`config.mk`:
```
export PLATFORM = sky130hd
export DESIGN_NAME = periph_bus_ctrl
export DESIGN_NICKNAME = d
export VERILOG_FILES = /design/src/rtl/periph_bus_ctrl.sv
export SDC_FILE = /design/constraint.sdc
export NUM_CORES = 1
export LEC_CHECK = 0
export ABC_AREA = 1
export CORE_MARGIN = 2
export CORE_UTILIZATION = 45
export DETAILED_ROUTE_END_ITERATION = 10
export PLACE_DENSITY = 0.87
export SLEW_MARGIN = 40
export SYNTH_ARGS = -nofsm -noshare
export SYNTH_HDL_FRONTEND = slang
export SYNTH_SLANG_ARGS = --single-unit
```
`constraint.sdc`:
```
create_clock -name i_clk -period 8.7 [get_ports i_clk]
set_input_delay 2.61 -clock i_clk [delete_from_list [all_inputs] [get_ports i_clk]]
set_output_delay 2.61 -clock i_clk [all_outputs]
set_load 0.02 [all_outputs]
```
`src/rtl/periph_bus_ctrl.sv`:
```
// periph_bus_ctrl: decodes CPU strobes onto BRAM/text/PSRAM, waits for ready, reports unmapped or timed-out accesses
module periph_bus_ctrl #(
   parameter int TIMEOUT = 255,
   parameter int CNT_W   = 8
) (
   input  logic        i_clk,
   input  logic        i_rst,
   input  logic        i_stb,
   input  logic        i_we,
   input  logic [31:0] i_addr,
   input  logic [31:0] i_wdata,
   output logic [31:0] o_rdata,
   output logic        o_done,
   output logic        o_err,
   output logic        o_busy,
   output logic [2:0]  o_sel,
   output logic        o_p_stb,
   output logic        o_p_we,
   output logic [23:0] o_p_addr,
   output logic [31:0] o_p_wdata,
   input  logic [7:0]  i_bram_rdata,
   input  logic [7:0]  i_text_rdata,
   input  logic [15:0] i_psram_rdata,
   input  logic [2:0]  i_p_ready
);
   typedef enum logic [1:0] {IDLE, ISSUE, WAIT, DONE} state_t;
   state_t           state;
   logic [CNT_W-1:0] cnt;
   logic             is_text, is_bram, is_psram;
   logic [2:0]       dec_sel, hit;
   logic [31:0]      cap;
   // address decode (text window has priority over bram) and read-data capture mux
   always_comb begin
      is_text  = i_addr[31:7] == 25'h00001FE;
      is_bram  = i_addr[31:16] == 16'h0000 && !is_text;
      is_psram = i_addr[31:23] == 9'h080;
      dec_sel  = {is_psram, is_text, is_bram};
      hit      = i_p_ready & o_sel;
      cap      = o_p_we   ? 32'h0 :
                 o_sel[2] ? {16'h0, i_psram_rdata} :
                 o_sel[1] ? {24'h0, i_text_rdata} : {24'h0, i_bram_rdata};
   end
   assign o_busy = state != IDLE;
   // transaction sequencer: accept, strobe peripheral, wait for ready or timeout, pulse done
   always_ff @(posedge i_clk or posedge i_rst) begin
      if (i_rst) begin
         state     <= IDLE;
         cnt       <= '0;
         o_rdata   <= '0;
         o_done    <= 1'b0;
         o_err     <= 1'b0;
         o_sel     <= '0;
         o_p_stb   <= 1'b0;
         o_p_we    <= 1'b0;
         o_p_addr  <= '0;
         o_p_wdata <= '0;
      end else begin
         case (state)
            IDLE: if (i_stb) begin
               o_p_we    <= i_we;
               o_p_addr  <= i_addr[23:0];
               o_p_wdata <= i_wdata;
               o_sel     <= dec_sel;
               if (|dec_sel) begin
                  state   <= ISSUE;
                  o_p_stb <= 1'b1;
               end else begin
                  state  <= DONE;
                  o_done <= 1'b1;
                  o_err  <= 1'b1;
               end
            end
            ISSUE: begin
               o_p_stb <= 1'b0;
               cnt     <= '0;
               state   <= WAIT;
            end
            WAIT: if (|hit) begin
               o_rdata <= cap;
               o_done  <= 1'b1;
               state   <= DONE;
            end else if (cnt == CNT_W'(TIMEOUT - 1)) begin
               o_done <= 1'b1;
               o_err  <= 1'b1;
               state  <= DONE;
            end else begin
               cnt <= cnt + 1'b1;
            end
            DONE: begin
               o_done  <= 1'b0;
               o_err   <= 1'b0;
               o_rdata <= '0;
               o_sel   <= '0;
               state   <= IDLE;
            end
            default: state <= IDLE;
         endcase
      end
   end
endmodule
```
==> key figures <==
Timing
  – Setup violators final: 0
  – Worst-margin pin slew: between 0.7 and 0.8 ns
  – Final-report hold violation count: 0
  – Setup TNS: 0 ns
  – Final slew viol count: 0
  – Final period utilization: 51.9%
  – Max-Slew Margin vs Limit: approximately 52%
  – Final min period: 4.52 ns
  – Max frequency: between 200 and 250 MHz
  – Clock skew: between 0.006 and 0.007 ns
  – Setup slack after layout: approximately 4.2 ns
  – RSZ-0062 raised after global routing: false

Floorplan
  – Core Area: 9200 um2
  – Die area: a little over 10000 um2
  – Chip Width: 101 um
  – Die Span Y: 101 um
  – I/O Pins: around 200
  – Initial core utilization: between 40% and 50%
  – Rows: 35

Global routing
  – Vias in the first global route: approximately 3900
  – First-pass GRT wire length: around 18000 um
  – Largest net degree at the start of global routing: 90
  – Total GRT Usage: around 22%
  – Gr ovfl total: 0
  – Initial antenna violation count: 0

Clock tree
  – Clock Sinks: 89
  – Post-CTS setup buffer count: 0
  – Clock Tree Buf Depth: 2
  – Clk slew on worst S/H paths: around 0.08 ns
  – CTS Root Cell: clkbuf_8
  – H-tree levels: 3
  – Clock latency on the worst-skew pair: about 0.35 ns
  – Clock buffer count from CTS: 9
  – CTS resizes: 0
  – Cts hold-fix bufs: 0
  – CTS tree: yes

Synth
  – Dominant synthesized flop cell: dfrtp_1
  – Multiplexer share of the synthesized area: 0%
  – Post-Syn Area: approximately 4300 um2
  – Post-synth EDFFs: 0
  – Syn Area/Cell: 8.00 um2
  – Synth warn: 0
  – Adder-cell share of the synthesized area: under 10%
  – FF+latch count, synth: between 80 and 90
  – Ys async rst share: 100%
  – Area share of and/or/nand/nor cells after synthesis: between 20% and 30%
  – Post-Synthesis Cells: approximately 530
  – Main combinational cell family by area after synthesis: simple AND/OR/NAND/NOR gates
  – Synth Area in Compound Gates: under 10%
  – Post-synth cell types: 32
  – Xor and xnor area share after synthesis: 0.411%
  – Sequential share of the synthesized area: a little over half

Route
  – Via density: ~4.8
  – Number of remaining DRC errors: 0
  – Initial DRC count: between 100 and 150
  – Via count: approximately 4000
  – Pre-antenna DRT Iters: 4
  – Antenna-violating nets left: 0
  – Routed WL per cell: ~14 um
  – Final wirelength: about 11000 um

Final layout
  – Register area: roughly 2200 um2
  – Final Cell Area: between 6000 and 7000 um2
  – Area Growth Syn to Fin: 47.8%
  – Number of diodes: 0
  – Nets: approximately 820
  – Final core area utilization: about two thirds
  – Multi-input gate area: approximately 1700 um2
  – Fill count: 740
  – Layout cell share with drive strength beyond 1: between 4 and 5%

Worst setup path
  – Critical Path Sink: o_busy
  – Crit path DAT: 1.91 ns
  – Critical Path Sink Type: output port
  – Startpoint Class: flop
  – Critical path type: reg -> out
  – Reg-to-reg startpoint: state[0]$_DFFE_PP0P_
  – Reg2reg end: o_err$_DFFE_PP0P_
  – Peak fanout along the critical path: 5
  – Cell count of the worst reg-to-reg path: 11
  – Worst R2R Setup Slack: about 6.2 ns
  – Worst setup path start: state[0]$_DFFE_PP0P_
  – Crit path required time: between 6 and 7 ns

Place
  – Cell Area, Placed: 6070 um2
  – Port Buf Inserts: ~180
  – Place WS: approximately 3.9 ns
  – Detailed placement HPWL: roughly 8400 um
  – Placer Congestion: 0.851

Power
  – LEAKAGE: 0.00303 uW
  – Worst IR drop on VDD: between 0.15 and 0.2 mV
  – Pwr Density: between 300 and 400 nW/um2

Outcome
  – Outcome: finished, final reports clean

Run
  – Maxcap violations: 0

Worst hold path
  – Hold Path Class: reg -> reg
-- sequential cells by signal, summed over array words and instances, names as in the netlist --
| signal | cells |
|---|---|
| o_p_addr | 24 |
| state | 2 |
| o_sel | 3 |
| o_done | 1 |
| cnt | 8 |
| o_p_wdata | 32 |
| o_p_stb | 1 |
| o_rdata | 16 |
| o_err | 1 |
| o_p_we | 1 |
-- cell type report --
type                    count  area share, %
flip-flops and latches     89           35.4
repair buffers            183           29.1
multi-input cells         375           26.8
inverters                  48           2.92
clock buffers              14           2.58
well taps                 111           2.21
clock inverters             2          0.954
-- how the worst min path moves through the flow --
stage	startpoint	to	slack [ns]	cells after the start
global route	o_p_addr[19]$_DFFE_PP0P_	o_p_addr[19]$_DFFE_PP0P_	0.50	2
CTS	o_p_addr[19]$_DFFE_PP0P_	o_p_addr[19]$_DFFE_PP0P_	0.49	2
finish	o_p_addr[19]$_DFFE_PP0P_	o_p_addr[19]$_DFFE_PP0P_	0.48	2
detailed placement	o_p_addr[19]$_DFFE_PP0P_	o_p_addr[19]$_DFFE_PP0P_	0.46	2
global placement	o_done$_DFFE_PP0P_	o_done$_DFFE_PP0P_	0.46	2
floorplan	cnt[7]$_DFFE_PP0P_	cnt[7]$_DFFE_PP0P_	0.50	2
-- worst max-delay path: stages, from the launching register on --
cell             delay [ns]
dfrtp_1                0.41
inv_1                  0.10
ha_1                   0.30
inv_2                  0.14
clkdlybuf4s50_1        0.61
-- layer usage --
metal | track usage (%) | part of all wire [%]
met1 | 26.6 | 41
met2 | 38.8 | 50
met3 | 6.76 | 7.4
met4 | 6.86 | 2.2
met5 | 0 | 0
-- where the power goes --
group	internal, uW	leakage (uW)	switching [uW]
Clock	178	0.000111	135
Sequential	588	0.00112	107
Combinational	443	0.00179	574
-- per-stage QoR --
stage	instances	total power, uW	hold WS, ns
2_1_floorplan	548	1250	0.496
3_3_place_gp	806	1680	0.457
3_5_place_dp	806	1720	0.464
4_1_cts	822	2040	0.486
5_1_grt	822	2160	0.503
6_report	822	2030	0.485
-- placed cells by master, fill, tap and decap left out, drive strengths merged --
master / Yosys / final
clkdlybuf4s50: 0 / 182
ha: 7 / 7
o21bai: 1 / 1
a21oi: 14 / 14
or2: 1 / 1
o2111ai: 8 / 8
conb: 1 / 16
dfrtp: 89 / 89
o21ai: 27 / 27
clkbuf: 6 / 15
o31ai: 1 / 1
nor3b: 1 / 1
nand3b: 1 / 1
nand2: 238 / 238
clkinv: 0 / 1
nand4: 3 / 3
bufinv: 0 / 2
nor3: 2 / 2
xor2: 2 / 2
nor2: 36 / 36
inv: 48 / 47
nand3: 16 / 16
a22oi: 1 / 1
-- cells by family after synthesis --
group | count (synthesis)
simple gates | 298
flops | 89
buf+inv | 84
compound gates | 52
fa+ha+maj | 7
xor+xnor | 2
other cells | 1
-- cell usage after synthesis, types with 6 or more instances --
cell type    n  area [um2]
a21oi_1     13        65.1
o21ai_0     19        95.1
clkbuf_1     6        22.5
nor2_1      33         124
inv_1       44         165
o21ai_1      7        35.0
ha_1         7        87.6
buf_4       25         188
o2111ai_1    8        70.1
nand3_1     15        75.1
dfrtp_1     89        2230
nand2_1    233         875
Note: power is estimated with default switching activity, not from simulation.
